--- src/rtl/game_flow_ctrl.sv ---
// game_flow_ctrl: game-progression controller.
// Tracks level/world/lives and drives the screen select and the player gating.
//
// State table:
//   state      | meaning
//   S_INIT     | title screen, counters loaded with start values
//   S_PLAY     | game running
//   S_PAUSE    | game frozen by the player
//   S_DIE      | one cycle, take a life
//   S_RESPAWN  | grace period after a death, timed
//   S_ADVANCE  | one cycle, step level/world and award any bonus life
//   S_LEVEL_SHOW | level-up screen, waits for continue
//   S_WORLD_SHOW | world-up screen, waits for continue
//   S_WIN      | win screen, waits for continue
//   S_LOSE     | lose screen, waits for continue
//   S_RESET    | one cycle, pulses resetSelect to downstream objects
//
// Ports:
//   clk, rst                        clock, synchronous active-high reset
//   continue_btn/start_btn/pause_btn level-sensitive buttons (edge-detected here)
//   player_dead, level_complete     game events
//   level, world, lives             1-based level/world, remaining lives
//   screen                          0 blank,1 ready,2 lose,3 win,4 lvl-up,5 world-up,6 paused
//   playerDisable                   1 = player movement frozen
//   resetSelect                     one-cycle pulse resetting game objects
module game_flow_ctrl #(
  parameter int LEVELS_PER_WORLD = 3,
  parameter int WORLDS           = 6,
  parameter int START_LIVES      = 7,
  parameter int MAX_LIVES        = 7,
  parameter int BONUS_EVERY      = 4,
  parameter int RESPAWN_CYC      = 25000000,
  localparam int LVL_W = $clog2(LEVELS_PER_WORLD + 1),
  localparam int WLD_W = $clog2(WORLDS + 1),
  localparam int LIV_W = $clog2(MAX_LIVES + 1)
) (
  input  logic             clk,
  input  logic             rst,
  input  logic             continue_btn,
  input  logic             start_btn,
  input  logic             pause_btn,
  input  logic             player_dead,
  input  logic             level_complete,
  output logic [LVL_W-1:0] level,
  output logic [WLD_W-1:0] world,
  output logic [LIV_W-1:0] lives,
  output logic [2:0]       screen,
  output logic             playerDisable,
  output logic             resetSelect
);

  localparam int TMR_W = $clog2(RESPAWN_CYC + 1);
  localparam int BON_W = (BONUS_EVERY > 0) ? $clog2(BONUS_EVERY + 1) : 1;

  typedef enum logic [3:0] {
    S_INIT, S_PLAY, S_PAUSE, S_DIE, S_RESPAWN, S_ADVANCE,
    S_LEVEL_SHOW, S_WORLD_SHOW, S_WIN, S_LOSE, S_RESET
  } state_t;

  state_t           state_q, state_nxt;
  logic [LVL_W-1:0] level_nxt;
  logic [WLD_W-1:0] world_nxt;
  logic [LIV_W-1:0] lives_nxt, lives_dec;
  logic [BON_W-1:0] bonus_q, bonus_nxt;
  logic [TMR_W-1:0] timer_q, timer_nxt;
  logic             cont_q, start_q, pause_q;
  logic             cont_e, start_e, pause_e;
  logic             won;

  assign cont_e  = continue_btn & ~cont_q;
  assign start_e = start_btn & ~start_q;
  assign pause_e = pause_btn & ~pause_q;

  always_ff @(posedge clk) begin
    if (rst) begin
      state_q <= S_INIT;
      level   <= LVL_W'(1);
      world   <= WLD_W'(1);
      lives   <= LIV_W'(START_LIVES);
      bonus_q <= '0;
      timer_q <= '0;
      // Loaded high so a button held through reset needs a fresh press.
      cont_q  <= 1'b1;
      start_q <= 1'b1;
      pause_q <= 1'b1;
    end else begin
      state_q <= state_nxt;
      level   <= level_nxt;
      world   <= world_nxt;
      lives   <= lives_nxt;
      bonus_q <= bonus_nxt;
      timer_q <= timer_nxt;
      cont_q  <= continue_btn;
      start_q <= start_btn;
      pause_q <= pause_btn;
    end
  end

  always_comb begin
    state_nxt     = state_q;
    level_nxt     = level;
    world_nxt     = world;
    lives_nxt     = lives;
    bonus_nxt     = bonus_q;
    timer_nxt     = timer_q;
    lives_dec     = (lives != '0) ? lives - LIV_W'(1) : '0;
    won           = 1'b0;
    screen        = 3'd0;
    playerDisable = 1'b1;
    resetSelect   = 1'b0;

    case (state_q)
      S_INIT: begin
        screen    = 3'd1;
        level_nxt = LVL_W'(1);
        world_nxt = WLD_W'(1);
        lives_nxt = LIV_W'(START_LIVES);
        bonus_nxt = '0;
        if (cont_e || start_e) state_nxt = S_PLAY;
      end
      S_PLAY: begin
        playerDisable = 1'b0;
        // Death wins over completion; a pause edge alongside either is dropped.
        if (player_dead)         state_nxt = S_DIE;
        else if (level_complete) state_nxt = S_ADVANCE;
        else if (pause_e)        state_nxt = S_PAUSE;
      end
      S_PAUSE: begin
        screen = 3'd6;
        if (pause_e || cont_e) state_nxt = S_PLAY;
      end
      S_DIE: begin
        playerDisable = 1'b0;
        lives_nxt     = lives_dec;
        timer_nxt     = '0;
        state_nxt     = (lives_dec == '0) ? S_LOSE : S_RESPAWN;
      end
      S_RESPAWN: begin
        playerDisable = 1'b0;
        if (timer_q != TMR_W'(RESPAWN_CYC)) timer_nxt = timer_q + TMR_W'(1);
        // Leaving only on player_dead=0 keeps a held death from re-triggering.
        if (!player_dead && timer_q == TMR_W'(RESPAWN_CYC)) state_nxt = S_PLAY;
      end
      S_ADVANCE: begin
        if (level < LVL_W'(LEVELS_PER_WORLD)) begin
          level_nxt = level + LVL_W'(1);
          state_nxt = S_LEVEL_SHOW;
        end else if (world < WLD_W'(WORLDS)) begin
          world_nxt = world + WLD_W'(1);
          level_nxt = LVL_W'(1);
          state_nxt = S_WORLD_SHOW;
        end else begin
          won       = 1'b1;
          state_nxt = S_WIN;
        end
        if (!won && BONUS_EVERY != 0) begin
          if (bonus_q == BON_W'(BONUS_EVERY - 1)) begin
            bonus_nxt = '0;
            if (lives < LIV_W'(MAX_LIVES)) lives_nxt = lives + LIV_W'(1);
          end else begin
            bonus_nxt = bonus_q + BON_W'(1);
          end
        end
      end
      S_LEVEL_SHOW: begin
        screen = 3'd4;
        if (cont_e) state_nxt = S_PLAY;
      end
      S_WORLD_SHOW: begin
        screen = 3'd5;
        if (cont_e) state_nxt = S_PLAY;
      end
      S_WIN: begin
        screen = 3'd3;
        if (cont_e) state_nxt = S_RESET;
      end
      S_LOSE: begin
        screen = 3'd2;
        if (cont_e) state_nxt = S_RESET;
      end
      S_RESET: begin
        resetSelect = 1'b1;
        // Preloaded here so INIT shows start values from its first cycle.
        level_nxt   = LVL_W'(1);
        world_nxt   = WLD_W'(1);
        lives_nxt   = LIV_W'(START_LIVES);
        bonus_nxt   = '0;
        state_nxt   = S_INIT;
      end
      default: state_nxt = S_RESET;
    endcase
  end

endmodule

--- config.mk ---
export PLATFORM = sky130hd
export DESIGN_NAME = game_flow_ctrl
export DESIGN_NICKNAME = d
export VERILOG_FILES = /design/src/rtl/game_flow_ctrl.sv
export SDC_FILE = /design/constraint.sdc
export NUM_CORES = 1
export LEC_CHECK = 0
export ABC_AREA = 1
export BUFFER_PORTS_ARGS = -buffer_cell sky130_fd_sc_hd__buf_2
export CORE_UTILIZATION = 60
export CTS_BUF_LIST = sky130_fd_sc_hd__clkbuf_8
export DETAILED_ROUTE_END_ITERATION = 12
export GPL_ROUTABILITY_DRIVEN = 0
export GPL_TIMING_DRIVEN = 0
export PLACE_DENSITY = 0.83
export SYNTH_ARGS = -nofsm -noshare
export SYNTH_HDL_FRONTEND = slang
export SYNTH_SLANG_ARGS = --single-unit
--- constraint.sdc ---
create_clock -name clk -period 3.2 [get_ports clk]
set_input_delay 0.64 -clock clk [delete_from_list [all_inputs] [get_ports clk]]
set_output_delay 0.64 -clock clk [all_outputs]
set_load 0.02 [all_outputs]
==> run_results.csv, run 1 <==
group,metric,value,unit
sta,setup_tns,0,ns
critical_path,startpoint_type,"flop",
global_routing,grt_pass1_wl,11.0,mm
clocking,post_cts_buffers,0,
critical_path,r2r_end,"timer_q[24]",
pwr,leakagePower,0.00133,uW
synthesis,synthTopCellsByCount,"nand2_1 (129), nor2_1 (87), inv_1 (45)",
critical_path,worst_path_max_delay_cell,"dfxtp_1",
critical_path,critical_path.startpoint,"state_q[0]",
global_routing,grt_max_degree,13,
critical_path,cp_max_fo,10,
pwr,peakVddDrop,0.000420,V
clocking,numCtsBuffers,5,
die,ios,20,
pwr,power_switching,775,uW
cells_and_area,syn2layout_area_growth,9.06,%
sta,timing.final.crit_share,0.711,
critical_path,cp-endpoint,"playerDisable",
sta,final_max_slew_viol_count,0,
run,drv_cap,0,
synthesis,synth_top_cell_by_area,"dfxtp_1",
critical_path,worst-setup-path-type,"flop to output pin",
synthesis,yosysMostFrequentCell,"nand2_1",
pwr,clock_power_share,0.196,
clocking,htreeDepth,2,
global_routing,use_met2,0.506,
die,core_area,0.00472,mm2
synthesis,netlist_instances,466,
cells_and_area,diodes,0,
clocking,hold_buffers,0,
route,drt_wl_total,6.55,mm
sta,timing.max_slew.rel_slack,0.610,
synthesis,synth_area_per_cell,6.32,um2
global_routing,use_met3,0.0417,
cells_and_area,fill_cells,426,
synthesis,synth-seq-cells,43,
global_routing,gr-total-overflow,0,
die,start_util,0.623,
critical_path,rrSetupSlack,1.29,ns
sta,hold_ws,0.459,ns
pwr,p_int,1050,uW
clocking,ctsResizeCount,0,
synthesis,ys_types,40,
route,first_pass_iters,5,
global_routing,grt.total_usage,0.268,
critical_path,crit_arrival,1.63,ns
critical_path,path_depth,6,
synthesis,synth.area.top_cells,"dfxtp_1 (29%), nand2_1 (16%), nor2_1 (11%)",
place,port_buffers,19,
critical_path,worst_setup_path_end_kind,"output pin",
clocking,cts_num_sinks,43,
synthesis,synth.yosys.seq_area_share,0.293,
synthesis,yosys_warnings,0,
place,hpwlAfterDp,5.14,mm
sta,fin_crit,2.27,ns
pwr,pwr-share-comb,0.447,
critical_path,critPathTopFamily,"buffers and inverters",
cells_and_area,drive_above_1_share,0.144,
clocking,tritoncts,"yes",
pwr,powerDensity,568,mW/mm2
die,die_width,72.0,um
die,fp.dieH,72.0,um
die,die_area,0.00519,mm2
sta,max_freq,440,MHz
synthesis,syn_nets,483,
sta,fin_worst_skew,0.00674,ns
critical_path,critPathRequiredTime,2.56,ns
synthesis,yosys.area.top_type_share,0.293,
sta,setup_viol,0,
critical_path,crit_path_frequent_cell,"buf_2",
route,vias,2895,
critical_path,worstPathCellList,"nor2_1, inv_2, nor2_8, buf_2, a21oi_1, buf_2",
route,drc,0,
synthesis,syn-cell-area,0.00294,mm2
die,core.rowCount,25,
global_routing,gr-usage-met1,0.304,
global_routing,antenna_found_initial,0,
clocking,clock_latency,0.30,ns
sta,grt_setup_unrepaired,"no",
worst_hold_path,worstHoldStart,"bonus_q[2]",
run_status,status,"completed",
route,drtAntennaViolNets,0,
global_routing,first_global_vias,2580,
worst_hold_path,hp-class,"flop to flop",
pwr,seqPwrFrac,0.357,
clocking,clk_pin_slew,0.08,ns
cells_and_area,nets,509,
clocking,clk_path_buf_depth,2,
global_routing,busiest_layer,"met2",
clocking,root_buffer,"clkbuf_8",
pwr,swShare,0.426,
synthesis,synthArstFlopShare,0,
synthesis,synth_edf_count,0,
synthesis,synthFlopType,"dfxtp_1",
critical_path,worst_path_largest_cell_delay,0.39,ns
sta,hold_violations,0,
critical_path,r2r.worst_path.cells,10,
route,first_iter_violations,185,
route,avgRoutedWirePerCell,11.7,um
route,via_per_inst,5.18,
sta,tightest_slew,0.585,ns
critical_path,path_buf_inv,3,
critical_path,reg2reg_from,"timer_q[0]",
kinds of logic (layout without fill, tap and decap cells):
group	count (synthesis)	count (layout)	share of synthesized area
flip-flops	43	43	0.293
XOR/XNOR	8	8	0.0238
adder cells (fa/ha/maj)	10	10	0.0425
AND/OR/NAND/NOR	298	298	0.454
buffers and inverters	61	87	0.0901
AO/OA/AOI/OAI	46	46	0.0969
metal layers:
metal  up-vias  routed length [um]
met5         -                   0
met4         0                 112
met3        12                 220
met2        56                3400
met1      1301                2820
li1       1526                   -
worst register-to-register path: cells and delay by family (launching register included):
kind,cells,cell delay (ns)
and+or+nand+nor,8,0.86
DFF,1,0.45
adders and majority gates,1,0.35
buffers and inverters,1,0.13
registers in the layout, summed over array words and instances, names as in the netlist:
signal   count
timer_q     25
bonus_q      3
lives        3
state_q      4
pause_q      1
start_q      1
level        2
world        3
cont_q       1
power groups by stage:
stage | Clock [uW] | Sequential, uW | Combinational [uW]
detailed placement | 0 | 663 | 816
global route | 389 | 660 | 914
floorplan | 0 | 674 | 616
global placement | 0 | 661 | 795
finish | 356 | 650 | 815
CTS | 363 | 650 | 819
worst min path at each step:
stage,to,slack [ns],cells past startpoint
floorplan,bonus_q[2],0.43,2
global placement,bonus_q[2],0.44,2
detailed placement,bonus_q[2],0.45,2
CTS,bonus_q[2],0.46,2
global route,bonus_q[2],0.47,2
finish,bonus_q[2],0.46,2
per-stage QoR:
| step | utilization | instance area, um2 | instances | setup WS (ns) | total power [uW] |
|---|---|---|---|---|---|
| after floorplan | - | 2940 | 466 | 1.35 | 1290 |
| after global placement | 0.661 | 3120 | 552 | 1.26 | 1460 |
| after detailed placement | 0.661 | 3120 | 552 | 1.26 | 1480 |
| after CTS | 0.679 | 3210 | 559 | 0.923 | 1830 |
| after global routing | 0.679 | 3210 | 559 | 0.798 | 1960 |
| final | 0.679 | 3210 | 559 | 0.926 | 1820 |
area by class of cell:
class,instances,area [um2],area share
clock buffer,6,82.6,0.0257
inverter,51,191,0.0596
multi-input combinational,362,1820,0.566
timing repair buffer,19,95.1,0.0296
clock inverter,1,5.00,0.00156
sequential,43,861,0.268
buffer,10,73.8,0.0230
tap,67,83.8,0.0261
cells in the final DEF, fill, tap and decap left out, types with 2 or more instances in the layout:
master	synthesis	layout
or2_2	6	6
clkbuf_8	0	6
nand3_2	2	2
clkbuf_1	3	3
nand3_1	44	44
nor2_4	4	4
nand2_1	129	129
nand3b_1	3	3
nor3_1	2	2
nand4_1	3	3
o22ai_1	2	2
buf_6	4	4
o31ai_1	2	2
xor2_1	8	8
o21ai_0	8	8
o211ai_1	2	2
inv_2	6	6
a21oi_2	3	3
a21o_1	2	2
a21boi_1	2	2
nand2_4	2	2
ha_1	10	10
nor2_2	4	4
a21oi_1	19	19
nor2_1	87	87
inv_1	45	45
dfxtp_1	43	43
nand2_2	7	7
buf_2	2	21
(Power assumes the default switching activity.)
==> run 2, diff against run 1 <==
--- a/config.mk
+++ b/config.mk
@@ -5,14 +5,14 @@
 export SDC_FILE = /design/constraint.sdc
 export NUM_CORES = 1
 export LEC_CHECK = 0
-export ABC_AREA = 1
+export ABC_AREA = 0
 export BUFFER_PORTS_ARGS = -buffer_cell sky130_fd_sc_hd__buf_2
 export CORE_UTILIZATION = 60
 export CTS_BUF_LIST = sky130_fd_sc_hd__clkbuf_8
 export DETAILED_ROUTE_END_ITERATION = 12
 export GPL_ROUTABILITY_DRIVEN = 0
 export GPL_TIMING_DRIVEN = 0
-export PLACE_DENSITY = 0.83
+export PLACE_DENSITY = 0.84
 export SYNTH_ARGS = -nofsm -noshare
 export SYNTH_HDL_FRONTEND = slang
 export SYNTH_SLANG_ARGS = --single-unit
==> constraint.sdc (replaced) <==
create_clock -name clk -period 2.1 [get_ports clk]
set_input_delay 0.42 -clock clk [delete_from_list [all_inputs] [get_ports clk]]
set_output_delay 0.42 -clock clk [all_outputs]
set_load 0.02 [all_outputs]
==> run 2 against run 1 <==
Against the previous run:
- core utilization up 4.4 points
- clock-buffer cell count is the same
- sequential power rose by 35%
- synthesized cell count is 33% lower
- hold slack worse by 0.15 ns
- clock skew is essentially flat
- register-to-register slack got worse by 1.2 ns
- die area fell by 14%
- non-clock buffer count rose by 11
- area after synthesis shrank 14%
- total power rose by 31%
==> run_results.csv, run 2 <==
group,metric,value,unit
place,port_buffers,19,
clocking,clock_latency,0.30,ns
cells_and_area,drive_above_1_share,0.214,
sta,fin_worst_skew,0.00674,ns
die,die_area,0.00447,mm2
critical_path,reg2reg_from,"state_q[1]",
route,via_per_inst,6.38,
die,ios,20,
route,drt_wl_total,6.31,mm
synthesis,synth.yosys.seq_area_share,0.341,
clocking,numCtsBuffers,5,
pwr,peakVddDrop,0.000562,V
cells_and_area,largest_reg_flops,25,
route,first_pass_iters,5,
route,highest_layer,"met4",
route,drc,0,
pwr,p_int,1560,uW
critical_path,critical_path.startpoint,"state_q[1]",
synthesis,synth_top_cell_by_area,"dfxtp_1",
cells_and_area,fin_area,0.00291,mm2
global_routing,grt_pass1_wl,9.77,mm
global_routing,grt.total_usage,0.286,
place,hpwlAfterDp,4.23,mm
sta,final_max_slew_viol_count,0,
clocking,cts_num_sinks,43,
cells_and_area,seqCellArea,873,um2
critical_path,cp_max_fo,10,
cells_and_area,final_cell_mix,"dfxtp_1 (35), nand2_1 (33), a21oi_1 (27), buf_2 (23), o21ai_0 (22)",
clocking,clk_path_buf_depth,2,
sta,tightest_slew,0.633,ns
cells_and_area,syn2layout_area_growth,15.4,%
synthesis,syn-cell-area,0.00252,mm2
route,wl_met2,3.06,mm
die,core.rowCount,23,
route,drtAntennaViolNets,0,
critical_path,worst_path_max_delay_cell,"or4_1",
route,wl_met1,2.85,mm
run_status,status,"completed",
synthesis,synthFlopType,"dfxtp_1",
sta,hold_violations,0,
synthesis,yosys.area.top_type_share,0.341,
worst_hold_path,whs_path_depth,2,
pwr,seqPwrFrac,0.368,
route,vias,2494,
cells_and_area,diodes,0,
cells_and_area,regMostFlops,"timer_q",
route,avgRoutedWirePerCell,16.1,um
route,route.met3.wl,308,um
cells_and_area,multiInputGateArea,0.00158,mm2
synthesis,synthArstFlopShare,0,
global_routing,grt_max_degree,14,
worst_hold_path,worstHoldStart,"start_btn",
synthesis,yosys_warnings,0,
route,first_iter_violations,155,
synthesis,ys_types,55,
pwr,power_switching,818,uW
die,fp.dieH,66.9,um
critical_path,critPathRequiredTime,2.33,ns
critical_path,r2r.worst_path.cells,7,
clocking,clk_pin_slew,0.08,ns
cells_and_area,fill_cells,316,
pwr,power,2380,uW
die,core_area,0.00403,mm2
global_routing,first_global_vias,2142,
synthesis,syn_nets,327,
pwr,powerDensity,817,mW/mm2
critical_path,worst_setup_path_end_kind,"flop",
clocking,tritoncts,"yes",
pwr,clock_power_share,0.287,
clocking,root_buffer,"clkbuf_8",
critical_path,worst_path_largest_cell_delay,0.46,ns
critical_path,crit_arrival,2.29,ns
critical_path,worst-setup-path-type,"flop to flop",
sta,fin_crit,2.05,ns
pwr,pwr-share-comb,0.345,
die,die_width,66.9,um
synthesis,synth-seq-cells,43,
critical_path,worstPathCellList,"clkbuf_4, nor4b_4, or2_4, o2111ai_4, buf_2, or4_1, o21ai_1",
synthesis,synth_edf_count,0,
sta,timing.max_slew.rel_slack,0.574,
sta,setup_viol,0,
place,placed_area,0.00268,mm2
synthesis,yosysMostFrequentCell,"dfxtp_1",
synthesis,synth.area.top_cells,"dfxtp_1 (34%), a21oi_1 (5.4%), ha_1 (5.0%)",
pwr,leakagePower,0.00105,uW
critical_path,startpoint_type,"flop",
sta,max_freq,487,MHz
sta,setup_tns,0,ns
worst_hold_path,hp-class,"primary input to flop",
clocking,htreeDepth,2,
cells_and_area,top_regs,"timer_q: 25 flops, state_q: 4 flops",
cells_and_area,nets,357,
sta,timing.final.crit_share,0.978,
cells_and_area,post-route-util,0.723,
synthesis,netlist_instances,310,
cells_and_area,layout_commonest_cell,"dfxtp_1",
global_routing,gr-total-overflow,0,
pwr,swShare,0.344,
synthesis,synthTopCellsByCount,"dfxtp_1 (43), nand2_1 (33), a21oi_1 (27)",
die,start_util,0.626,
global_routing,antenna_found_initial,0,
synthesis,synth_area_per_cell,8.14,um2
run,drv_cap,0,
[run 2: cell types whose count changed after synthesis, sizes merged, moves of 5 or more]
cell	before	now
nand2	138	33
nor2	96	15
inv	51	11
nand3	47	11
o21ai	9	24
or3	0	12
or4	0	12
nor2b	0	9
xor2	8	1
nand4	3	9
nand2b	0	5
nor3b	0	5
[run 2: worst paths after layout]
kind	slack, ns	endpoint
setup / recovery	0.05	timer_q[17]
hold / removal	0.31	start_q
setup reg to reg	0.05	timer_q[17]
hold reg to reg	0.44	bonus_q[2]
[run 2: what timing repair did]
item | CTS | global route
setup buffers | 0 | 3
gates resized for setup | 3 | 27
gates cloned | 0 | 1
hold buffers | 0 | 0
endpoints found under the setup margin | 8 | 29
pin swaps | 0 | 8
[run 2: cell families (layout without fill, tap and decap cells)]
kind of cell | count (synthesis) | count (layout) | synth area share
compound gates | 79 | 79 | 0.193
xor+xnor | 2 | 2 | 0.00694
fa+ha+maj | 10 | 10 | 0.0496
buf+inv | 28 | 59 | 0.0535
flops | 43 | 43 | 0.341
mux | 4 | 4 | 0.0164
simple gates | 144 | 144 | 0.339
[run 2: power by group through the flow]
stage          Sequential [uW]  Clock [uW]  Combinational [uW]
2_1_floorplan              903           0                 560
3_3_place_gp               892           0                 726
3_5_place_dp               894           0                 745
4_1_cts                    875         673                 766
5_1_grt                    879         711                 880
6_report                   877         682                 820
[run 2: through the flow]
step	hold slack (ns)	std cells	setup slack, ns
after floorplan	0.412	310	0.206
after global placement	0.422	379	0.0438
after detailed placement	0.428	379	0.0136
after CTS	0.320	387	-0.0173
after global routing	0.318	391	-0.0379
final	0.311	391	0.0455
[run 2: worst max-delay path, delay by kind of cell (launching register included)]
family / cells / cell delay [ns]
simple gates: 3 / 1.01
buf+inv: 2 / 0.39
flops: 1 / 0.32
compound gates: 2 / 0.26
[run 2: metal layers]
metal,vias up,GRT usage
met5,-,0
met3,12,0.0634
met2,71,0.449
met4,0,0.0878
li1,1210,-
met1,1201,0.386
[run 2: cell type report]
type                    count  share of cell area
multi-input cells         239               0.542
clock buffers               6              0.0284
flip-flops and latches     43               0.300
plain buffers              17              0.0404
inverters                  11              0.0142
repair buffers             23              0.0421
well taps                  50              0.0215
clock inverters             2              0.0120
